===== src/rtl/sunrise_adjust_input.sv =====
// Button front end: sync, debounce, decode and one strobe per press (optional hold-to-repeat under SUNRISE_ADJUST_REPEAT_EN).
// Pulse registered DEBOUNCE_CYCLES+2 edges after a clean press; one-cycle strobe, no backpressure.
module sunrise_adjust_input #(
    parameter int CNT_W           = 25,
    parameter int DEBOUNCE_CYCLES = 500000,
    parameter int REPEAT_DELAY    = 25000000,
    parameter int REPEAT_PERIOD   = 5000000
) (
    input  logic       clk,
    input  logic       rst_n,
    input  logic       adjust_en,
    input  logic       btn_min_up,
    input  logic       btn_min_down,
    input  logic       btn_hr_up,
    input  logic       btn_hr_down,
    output logic [2:0] sunrise_time_adjust,
    output logic       adjust_busy
);

`ifdef SUNRISE_ADJUST_REPEAT_EN
    typedef enum logic [1:0] {IDLE, HOLD, REPEAT, LOCKOUT} state_t;
    logic [CNT_W-1:0] rpt_cnt_q, rpt_cnt_d;
`else
    typedef enum logic [1:0] {IDLE, HOLD, LOCKOUT} state_t;
    logic unused_repeat_cfg;
    assign unused_repeat_cfg = ^{REPEAT_DELAY, REPEAT_PERIOD};
`endif

    logic [3:0]       btn_raw;
    logic [3:0]       sync1_q, sync1_d;
    logic [3:0]       sync2_q, sync2_d;
    logic [3:0]       db_q, db_d;
    logic [CNT_W-1:0] db_cnt_q [4];
    logic [CNT_W-1:0] db_cnt_d [4];
    logic [2:0]       code;
    logic [2:0]       lat_code_q, lat_code_d;
    logic [2:0]       adj_q, adj_d;
    state_t           state_q, state_d;

    // Bit order matches the adjust code order: code = bit index + 1.
    assign btn_raw = {btn_hr_down, btn_hr_up, btn_min_down, btn_min_up};

    always_comb begin
        sync1_d = btn_raw;
        sync2_d = sync1_q;
        db_d    = db_q;
        for (int i = 0; i < 4; i++) begin
            db_cnt_d[i] = '0;
            if (sync2_q[i] != db_q[i]) begin
                if (db_cnt_q[i] == CNT_W'(DEBOUNCE_CYCLES - 1)) begin
                    db_d[i] = ~db_q[i];
                end else begin
                    db_cnt_d[i] = db_cnt_q[i] + 1'b1;
                end
            end
        end
    end

    always_comb begin
        case (db_q)
            4'b0001: code = 3'd1;
            4'b0010: code = 3'd2;
            4'b0100: code = 3'd3;
            4'b1000: code = 3'd4;
            default: code = 3'd0;
        endcase
    end

    always_comb begin
        state_d    = state_q;
        lat_code_d = lat_code_q;
        adj_d      = 3'd0;
`ifdef SUNRISE_ADJUST_REPEAT_EN
        rpt_cnt_d  = rpt_cnt_q;
`endif
        case (state_q)
            IDLE: begin
                if (db_q != 4'b0000) begin
                    if (adjust_en && (code != 3'd0)) begin
                        adj_d      = code;
                        lat_code_d = code;
                        state_d    = HOLD;
`ifdef SUNRISE_ADJUST_REPEAT_EN
                        rpt_cnt_d  = '0;
`endif
                    end else begin
                        state_d = LOCKOUT;
                    end
                end
            end
            LOCKOUT: begin
                if (db_q == 4'b0000) state_d = IDLE;
            end
            default: begin
                // A matching code implies the same single button is still the only one held.
                if (db_q == 4'b0000) begin
                    state_d = IDLE;
                end else if ((code != lat_code_q) || !adjust_en) begin
                    state_d = LOCKOUT;
                end
`ifdef SUNRISE_ADJUST_REPEAT_EN
                else if ((state_q == HOLD) ? (rpt_cnt_q == CNT_W'(REPEAT_DELAY - 1))
                                           : (rpt_cnt_q == CNT_W'(REPEAT_PERIOD - 1))) begin
                    adj_d     = lat_code_q;
                    rpt_cnt_d = '0;
                    state_d   = REPEAT;
                end else begin
                    rpt_cnt_d = rpt_cnt_q + 1'b1;
                end
`endif
            end
        endcase
    end

    always_ff @(posedge clk or negedge rst_n) begin
        if (!rst_n) begin
            sync1_q    <= '0;
            sync2_q    <= '0;
            db_q       <= '0;
            lat_code_q <= '0;
            adj_q      <= '0;
            state_q    <= IDLE;
            for (int i = 0; i < 4; i++) db_cnt_q[i] <= '0;
`ifdef SUNRISE_ADJUST_REPEAT_EN
            rpt_cnt_q  <= '0;
`endif
        end else begin
            sync1_q    <= sync1_d;
            sync2_q    <= sync2_d;
            db_q       <= db_d;
            lat_code_q <= lat_code_d;
            adj_q      <= adj_d;
            state_q    <= state_d;
            for (int i = 0; i < 4; i++) db_cnt_q[i] <= db_cnt_d[i];
`ifdef SUNRISE_ADJUST_REPEAT_EN
            rpt_cnt_q  <= rpt_cnt_d;
`endif
        end
    end

    assign sunrise_time_adjust = adj_q;
    assign adjust_busy         = (state_q != IDLE);

endmodule


===== config.mk =====
export PLATFORM = sky130hd
export DESIGN_NAME = sunrise_adjust_input
export DESIGN_NICKNAME = d
export VERILOG_FILES = /design/src/rtl/sunrise_adjust_input.sv
export SDC_FILE = /design/constraint.sdc
export NUM_CORES = 1
export LEC_CHECK = 0
export ABC_AREA = 1
export CAP_MARGIN = 5
export CELL_PAD_IN_SITES_DETAIL_PLACEMENT = 1
export CELL_PAD_IN_SITES_GLOBAL_PLACEMENT = 1
export CORE_UTILIZATION = 42
export DETAILED_ROUTE_END_ITERATION = 6
export GPL_TIMING_DRIVEN = 0
export HOLD_SLACK_MARGIN = 0.02
export PLACE_DENSITY = 0.74
export SLEW_MARGIN = 5
export SYNTH_ARGS = -nofsm -noshare
export SYNTH_HDL_FRONTEND = slang
export SYNTH_SLANG_ARGS = --single-unit

===== constraint.sdc =====
create_clock -name clk -period 1.4 [get_ports clk]
set_input_delay 0.28 -clock clk [delete_from_list [all_inputs] [get_ports clk]]
set_output_delay 0.28 -clock clk [all_outputs]
set_load 0.005 [all_outputs]

==> results of run 1 <==
[repair_timing]
action	CTS	global route
setup buffers	63	53
pin swaps	60	91
hold buffers	1	0
endpoints found under the hold margin	58	0
setup endpoints to repair	95	102
resized for setup	152	242
[per-stage QoR]
stage | util (%) | setup TNS [ns] | power [uW]
detailed placement | 46.2 | -17.06 | 3870
floorplan | - | -0.452 | 3720
global placement | 46.0 | -600.90 | 3850
global route | 64.2 | -14.14 | 9130
CTS | 56.7 | -2.79 | 8790
finish | 64.2 | -7.31 | 8890
[sequential cells by signal (all words and copies together) (netlist names)]
name                 count
db_cnt_q               100
lat_code_q               3
db_q                     4
sync1_q                  4
state_q                  2
sunrise_time_adjust      3
sync2_q                  4
[layout by cell type, fill, tap and decap left out, types with 4 or more instances in the layout]
cell type        count
inv_1               89
nand2_8              4
o21ai_0              9
nor2_4              35
nand2_1            131
nand4_1             37
bufinv_16            4
a21oi_1             13
xor2_1              22
buf_4               91
inv_4                8
clkbuf_8             5
nor3_2              18
nor3_4              23
nand3_2             12
nand3_4             13
buf_6               27
dfrtp_1             90
nor2_1             140
xor2_4               4
clkbuf_16           17
o21ai_1              6
clkdlybuf4s50_1      5
dfrtp_2             30
xnor2_1              8
inv_2               33
buf_12               5
nor3_1              21
ha_4                 4
nand3_1             44
nand2_2             60
nand3b_1             5
nand2_4             19
nor2_2              39
o21ai_2              6
[worst max-delay path, cell delays in order, from the launching register on]
cell and delay (ns):
dfrtp_1 0.40, inv_1 0.18, nand4_1 0.15, nor2_1 0.28, nand3_4 0.18, nand2_8 0.15
inv_4 0.05, nand2_1 0.06, nor2_1 0.04
[logic make-up (layout without fill, tap and decap cells)]
group | Yosys count | in the layout | synth area share [%]
AOI/OAI and AO/OA | 45 | 45 | 3.59
adders and majority gates | 4 | 4 | 0.714
xor gates and xnor gates | 34 | 34 | 4.25
and+or+nand+nor | 608 | 608 | 40.9
buffers and inverters | 140 | 299 | 7.69
DFF | 120 | 120 | 42.8
[area by class of cell]
| class | instances | share of cell area [%] |
|---|---|---|
| well taps | 216 | 2.61 |
| multi-input cells | 691 | 44.9 |
| clock buffers | 24 | 4.85 |
| inverters | 133 | 5.19 |
| flip-flops and latches | 120 | 29.4 |
| plain buffers | 7 | 0.556 |
| clock inverters | 7 | 1.34 |
| repair buffers | 128 | 11.1 |
[where the power goes]
group          leakage, uW  internal, uW  switching, uW  total, uW
registers          0.00160          3510           55.0       3570
logic              0.00271           182            262        444
clock network     0.000316          3210           1670       4880
[per-layer routing]
layer  GRT usage, %  vias up  part of all wire (%)
met2           46.8      215                    54
met3           4.51       61                   3.9
met1           33.1     3620                    40
met5              0        -                 0.049
li1               -     3330                     -
met4           7.71        2                   2.3
[worst max-delay path by stage]
stage | startpoint | endpoint | slack [ns] | cells past startpoint
after floorplan | db_cnt_q[75]$_DFF_PN0_ | db_cnt_q[93]$_DFF_PN0_ | -0.06 | 10
after global placement | rst_n | db_cnt_q[10]$_DFF_PN0_ | -4.89 | 1
after detailed placement | db_cnt_q[75]$_DFF_PN0_ | db_cnt_q[83]$_DFF_PN0_ | -0.41 | 10
after CTS | db_cnt_q[51]$_DFF_PN0_ | db_cnt_q[68]$_DFF_PN0_ | -0.14 | 10
after global routing | db_cnt_q[58]$_DFF_PN0_ | db_cnt_q[74]$_DFF_PN0_ | -0.30 | 6
final | db_cnt_q[84]$_DFF_PN0_ | db_cnt_q[91]$_DFF_PN0_ | -0.22 | 8
==> impl_metrics.tcl, run 1 <==
set metrics [dict create \
    status "complete, but fails checks" \
    failed_checks "setup timing" \
    cts_tree "built" \
    cts.sink_count 120 \
    drc 0 \
    yosys.cell_types.count 33 \
    port_buffers 10 \
    ant_nets 0 \
    ys_ff_latch 120 \
    preCtsSetupSlack_ns -0.413 \
    grt_overflow_total 0 \
    finClkSkew_ns 0.0101 \
    synthesis.nets 962 \
    required_ns 1.72 \
    yosys.area.top_type "dfrtp_1" \
    post-route-period-util_pct 116 \
    clock_latency_ns 0.43 \
    final_hold_viol_count 0 \
    fin_cells 1326 \
    dpl.cell_count 1178 \
    startpoint_type "flop" \
    fmax_mhz 617 \
    vias 7228 \
    num-nets-final 1109 \
    hp-class "in2reg" \
    r2r_start "db_cnt_q[84]$_DFF_PN0_" \
    initial_core_util_pct 43.5 \
    setup_viol 83 \
    grt_pass1_vias 7187 \
    ff2ff_path_depth 8 \
    layout-drive-gt1-share_pct 42.8 \
    hold_path_depth 1 \
    r2r-end "db_cnt_q[91]$_DFF_PN0_" \
    wire_per_inst_um 20.2 \
    grt_pass1_wl_um 36200 \
    netlist_instances 951 \
    viasPerCell 5.45 \
    routed_wl_um 26800 \
    synth_most_common_cell "nand2_1" \
    slew_headroom_pct 59.5 \
    hold_slack_ns 0.297 \
    cts.clk_slew.worst_paths_ns 0.06 \
    synth_ff_type "dfrtp_1" \
    synth_edf_count 0 \
    drtPass1Iterations 5 \
    cts_root_buf "clkbuf_16" \
    dp_hpwl_um 14100 \
    netlist_area_um2 7010 \
    grt_max_degree 63 \
    avgSynthCellArea_um2 7.37 \
    grt.total_usage_pct 26.5 \
    drv_cap 0 \
    final-max-slew-violation-count 0 \
    htree_levels 4 \
    antennaDiodeCount 0 \
    worst_setup_path_end_kind "flop" \
    ys_async_sr_fraction_pct 100 \
    fill_cells 1904 \
    layout_min_cycle_time_ns 1.62 \
    multi_input_area_um2 4650 \
    yosysTopAreaCellShare_pct 42.8 \
    antenna_found_initial 1 \
    clockBufferDepth 2 \
    worstHoldEndpoint "sync1_q[2]$_DFF_PN0_" \
    die_w_um 131 \
    die_y_um 131 \
    place_area_um2 7450 \
    r2r_slack_ns -0.22 \
    finalInstanceArea_um2 10300 \
    vdd_ir_drop_max_uv 1150 \
    power_density_nw_per_um2 859 \
    dieArea_um2 17200 \
    worstHoldStart "btn_hr_up" \
    rsz0062_at_grt "yes" \
    register_area_um2 3040 \
    synth_common_cells "198 x nand2_1, 196 x nor2_1, 123 x inv_1" \
    row_count 46 \
    syn_to_final_growth_pct 47.6 \
    synthTopCellsByArea "dfrtp_1 43%, nand2_1 11%, nor2_1 10%, inv_1 6.6%, nand3_1 4.3%" \
    worstPathArrival_ns 1.94 \
    first_iter_violations 610 \
    core_um2 16100 \
    io_pins 11 \
    numCtsBuffers 17 \
    path_class "reg2reg" \
    ys_seq_area_share_pct 42.8 \
    gp_congestion 0.844 \
    cp_max_fo 6 \
    worst_pin_slew_ns 0.608 \
    setup_ws_ns -0.220 \
    power_leakage_uw 0.00462 \
    yosys_warnings 0 \
]
Note: power is estimated with default switching activity, not from simulation.
==> inputs of run 2 (changes only) <==
--- a/config.mk
+++ b/config.mk
@@ -6,7 +6,6 @@
 export NUM_CORES = 1
 export LEC_CHECK = 0
 export ABC_AREA = 1
-export CAP_MARGIN = 5
 export CELL_PAD_IN_SITES_DETAIL_PLACEMENT = 1
 export CELL_PAD_IN_SITES_GLOBAL_PLACEMENT = 1
 export CORE_UTILIZATION = 42
@@ -14,6 +13,7 @@
 export GPL_TIMING_DRIVEN = 0
 export HOLD_SLACK_MARGIN = 0.02
 export PLACE_DENSITY = 0.74
+export SKIP_CTS_REPAIR_TIMING = 1
 export SLEW_MARGIN = 5
 export SYNTH_ARGS = -nofsm -noshare
 export SYNTH_HDL_FRONTEND = slang
==> run 2 against run 1 <==
  * The run still ends with setup timing left
  * Wire length fell by 10%
  * Worst hold slack got worse by 0.0074 ns
  * Design area shrank 5.5%
  * Non-clock buffer count shrank 26
  * Maximum frequency shrank 2.1%
  * Register-to-register slack worse by 0.03 ns
  * Via count decreased by 4.3%
  * Clock power about the same
  * Clock-buffer cell count did not move
  * Power is 0.62% lower
==> impl_metrics.tcl, run 2 (synthesis gave the netlist of run 1 again) <==
set metrics [dict create \
    status "complete, but fails checks" \
    failed_checks "setup timing" \
    cp_max_fo 5 \
    power_leakage_uw 0.00436 \
    numCtsBuffers 17 \
    htree_levels 4 \
    largest_reg_flops 100 \
    ant_nets 0 \
    vias 6919 \
    grt_pass1_vias 6597 \
    drv_cap 0 \
    mostFrequentLayoutCell "nand2_1" \
    cts_tree "built" \
    worstPathArrival_ns 1.97 \
    dieArea_um2 17200 \
    cts.clk_slew.worst_paths_ns 0.06 \
    dp_hpwl_um 14100 \
    required_ns 1.72 \
    grt_overflow_total 0 \
    final_cell_mix "157 x nand2_1, 149 x nor2_1, 100 x inv_1, 93 x dfrtp_1, 81 x buf_4" \
    first_iter_violations 374 \
    routed_wl_um 24100 \
    path_class "reg2reg" \
    layout_min_cycle_time_ns 1.66 \
    port_buffers 10 \
    final_hold_viol_count 0 \
    syn_to_final_growth_pct 39.4 \
    io_pins 11 \
    power_density_nw_per_um2 904 \
    cts.sink_count 120 \
    fmax_mhz 604 \
    clockBufferDepth 2 \
    post-route-period-util_pct 118 \
    final-max-slew-violation-count 0 \
    die_w_um 131 \
    fill_cells 1911 \
    cts_root_buf "clkbuf_16" \
    worst_setup_path_end_kind "flop" \
    antennaDiodeCount 0 \
    initial_core_util_pct 43.5 \
    row_count 46 \
    num-nets-final 1083 \
    drc 0 \
    regMostFlops "db_cnt_q" \
    grt_pass1_wl_um 32100 \
    hp-class "in2reg" \
    clock_latency_ns 0.43 \
    rsz0062_at_grt "yes" \
    utilization_pct 60.7 \
    layout-drive-gt1-share_pct 36.0 \
    die_y_um 131 \
    drtPass1Iterations 5 \
    setup_ws_ns -0.255 \
    core_um2 16100 \
    worst_pin_slew_ns 0.597 \
    startpoint_type "flop" \
    vdd_ir_drop_max_uv 1090 \
    finClkSkew_ns 0.0122 \
    grt_max_degree 63 \
    slew_headroom_pct 60.2 \
    grt.total_usage_pct 23.4 \
    antenna_found_initial 0 \
    wire_per_inst_um 18.5 \
    setup_viol 83 \
    tns_ns -8.17 \
    gp_congestion 0.844 \
    viasPerCell 5.32 \
]
## run 2: cell count changes in the layout (fill, tap and decap cells not counted), sizes merged
cell	previous run	this run
clkbuf	25	26
dlygate4sd2	3	0
buf	125	98
dlymetal6s2s	0	3
## run 2: where the power goes
part	internal (uW)	switching, uW
registers	3510	55.7
clock network	3200	1670
logic	159	233
total	6870	1960
## run 2: worst paths after layout
path	from	depth (start not counted)	to	slack, ns
worst max-delay path	db_cnt_q[51]$_DFF_PN0_	10	db_cnt_q[68]$_DFF_PN0_	-0.26
worst min-delay path	btn_hr_up	1	sync1_q[2]$_DFF_PN0_	0.29
worst max register to register	db_cnt_q[51]$_DFF_PN0_	10	db_cnt_q[68]$_DFF_PN0_	-0.26
worst min register to register	sync1_q[0]$_DFF_PN0_	0	sync2_q[0]$_DFF_PN0_	0.35
max in group asynchronous	rst_n	3	db_cnt_q[75]$_DFF_PN0_	0.27
min in group asynchronous	rst_n	2	db_cnt_q[68]$_DFF_PN0_	0.39
## run 2: per-layer routing
layer	share of wire [%]	global-route usage, %
met5	0	0
met4	2.1	7.06
met3	2.8	4.17
met2	53	39.8
met1	42	30.3
## run 2: per-stage QoR
stage	std cells	setup slack, ns	power [uW]	instance area (um2)	hold WS, ns
after floorplan	951	-0.0643	3720	7050	-0.0156
after global placement	1177	-4.89	3850	7420	0.334
after detailed placement	1178	-0.413	3870	7450	0.306
after CTS	1209	-0.550	8690	8090	-0.150
after global routing	1300	-0.356	9060	9780	0.284
final	1300	-0.255	8830	9780	0.289
## run 2: critical path, stage by stage (launching register included)
cell	delay, ns
dfrtp_1	0.41
ha_4	0.18
nand2_4	0.07
nor2_4	0.17
nand2_4	0.10
nor2_4	0.15
nand2_2	0.10
nor2_4	0.17
nand3_2	0.08
nand2_1	0.08
nor2_1	0.04
## run 2: cell type report
class	count	area (um2)	area share, %
Multi-Input combinational cell	691	4370	44.6
Sequential cell	120	3040	31.1
Timing Repair Buffer	102	871	8.91
Inverter	133	537	5.49
Clock buffer	24	502	5.13
Tap cell	216	270	2.76
Clock inverter	7	139	1.42
Buffer	7	57.6	0.589
==> inputs of run 3 (changes only) <==
--- a/config.mk
+++ b/config.mk
@@ -12,7 +12,7 @@
 export DETAILED_ROUTE_END_ITERATION = 6
 export GPL_TIMING_DRIVEN = 0
 export HOLD_SLACK_MARGIN = 0.02
-export PLACE_DENSITY = 0.74
+export PLACE_DENSITY = 0.87
 export SKIP_CTS_REPAIR_TIMING = 1
 export SLEW_MARGIN = 5
 export SYNTH_ARGS = -nofsm -noshare
==> run 3 against run 2 <==
  * The run still ends with setup timing left
  * Sequential power barely moved
  * Clock power rose by 0.8%
  * Combinational power fell by 4%
  * Critical endpoint unchanged
  * Cell count fell by 1.2%
  * Clock skew fell by 0.0017 ns
  * Sequential share of layout area rose by 0.49 points
  * Power rose by 0.29%
  * Register-to-register slack got worse by 0.07 ns
==> impl_metrics.tcl, run 3 (synthesis gave the netlist of run 1 again) <==
set metrics [dict create \
    clockBufferDepth 2 \
    finalInstanceArea_um2 9640 \
    dpl.cell_count 1178 \
    grt_pass1_vias 6858 \
    setup_ws_ns -0.328 \
    viasPerCell 5.58 \
    startpoint_type "flop" \
    dp_hpwl_um 14400 \
    cp_max_fo 5 \
    grt_overflow_total 0 \
    power_density_nw_per_um2 920 \
    hp-class "in2reg" \
    port_buffers 10 \
    core_um2 16100 \
    finClkSkew_ns 0.0105 \
    post-route-period-util_pct 123 \
    crit_start "db_cnt_q[51]$_DFF_PN0_" \
    die_w_um 131 \
    grt_max_degree 63 \
    drc 0 \
    worst_pin_slew_ns 0.610 \
    drtPass1Iterations 7 \
    io_pins 11 \
    first_iter_violations 397 \
    cts_root_buf "clkbuf_16" \
    place_area_um2 7450 \
    grt_pass1_wl_um 33300 \
    rsz0062_at_grt "yes" \
    failed_checks "setup timing" \
    p_clk_share_pct 55.5 \
    antennaDiodeCount 0 \
    final-max-slew-violation-count 0 \
    path_class "reg2reg" \
    setup_viol 84 \
    row_count 46 \
    layout_min_cycle_time_ns 1.73 \
    cts_tree "built" \
    vdd_ir_drop_max_uv 1010 \
    cts.clk_slew.worst_paths_ns 0.06 \
    syn_to_final_growth_pct 37.4 \
    route.met3.wl_um 936 \
    routed_wl_um 26500 \
    drv_cap 0 \
    final_cell_mix "151 x nand2_1, 148 x nor2_1, 106 x inv_1, 91 x dfrtp_1, 62 x buf_4" \
    vias 7169 \
    largest_reg_flops 100 \
    grt.total_usage_pct 24.3 \
    met2_length_um 14100 \
    worstPathArrival_ns 2.07 \
    required_ns 1.74 \
    wire_per_inst_um 20.6 \
    cts.sink_count 120 \
    pwr-share-seq_pct 40.3 \
    worst_setup_path_end_kind "flop" \
    fmax_mhz 579 \
    fin_cells 1285 \
    layout-drive-gt1-share_pct 35.9 \
    slew_headroom_pct 59.3 \
    initial_core_util_pct 43.5 \
    htree_levels 4 \
    dieArea_um2 17200 \
    gp_congestion 0.903 \
    ant_nets 0 \
    routed.top_layer "met4" \
    regMostFlops "db_cnt_q" \
    p_switching_uw 2160 \
    switching_share_pct 24.4 \
    worstHoldStart "btn_min_up" \
    r2r_start "db_cnt_q[51]$_DFF_PN0_" \
    clock_latency_ns 0.46 \
    route.layer.met1.wl_um 10400 \
    combPwrFrac_pct 4.2 \
    status "complete, but fails checks" \
    antenna_found_initial 0 \
    p_int_uw 6700 \
    mostFrequentLayoutCell "nand2_1" \
    die_y_um 131 \
    power_leakage_uw 0.00417 \
    final_hold_viol_count 0 \
    numCtsBuffers 17 \
    num-nets-final 1067 \
]
run 3: path summary, 6_finish.rpt:
kind / end / cells past startpoint / slack (ns)
max: db_cnt_q[68]$_DFF_PN0_ / 10 / -0.33
min: sync1_q[0]$_DFF_PN0_ / 1 / 0.26
max reg2reg: db_cnt_q[68]$_DFF_PN0_ / 10 / -0.33
min reg2reg: sync2_q[1]$_DFF_PN0_ / 0 / 0.35
max in group asynchronous: db_cnt_q[0]$_DFF_PN0_ / 3 / 0.27
min in group asynchronous: db_cnt_q[65]$_DFF_PN0_ / 2 / 0.38
run 3: per-layer routing:
metal  up-vias  track usage, %
li1       3247               -
met1      3633            30.1
met2       192            41.4
met3        97            4.55
met4         0            9.74
met5         -               0
run 3: worst max-delay path, cell delays in order, from the launching register on:
cell	delay, ns
dfrtp_1	0.44
ha_4	0.19
nand2_4	0.07
nor2_4	0.15
nand2_4	0.10
nor2_4	0.17
nand2_2	0.10
nor2_4	0.20
nand3_2	0.08
nand2_1	0.07
nor2_1	0.04
run 3: area by class of cell:
type / count / area [um2]
fill: 1930 / 6480
multi-input combinational: 691 / 4340
sequential: 120 / 3040
timing repair buffer: 86 / 767
inverter: 133 / 532
clock buffer: 19 / 443
tap: 216 / 270
clock inverter: 13 / 193
buffer: 7 / 55.1
run 3: through the flow:
stage | power (uW) | setup slack [ns] | util [%] | TNS (ns) | hold slack, ns
2_1_floorplan | 3720 | -0.0643 | - | -0.452 | -0.0156
3_3_place_gp | 3850 | -4.85 | 46.0 | -592.73 | 0.337
3_5_place_dp | 3870 | -0.389 | 46.2 | -16.50 | 0.308
4_1_cts | 8660 | -0.617 | 50.2 | -19.48 | -0.148
5_1_grt | 9080 | -0.373 | 59.8 | -17.35 | 0.265
6_report | 8860 | -0.328 | 59.8 | -11.15 | 0.262
run 3: power by group through the flow:
stage          Clock (uW)  Combinational [uW]  Sequential (uW)
2_1_floorplan           0                 114             3600
3_3_place_gp            0                 238             3610
3_5_place_dp            0                 257             3610
4_1_cts              4860                 258             3550
5_1_grt              5100                 416             3570
6_report             4920                 375             3570
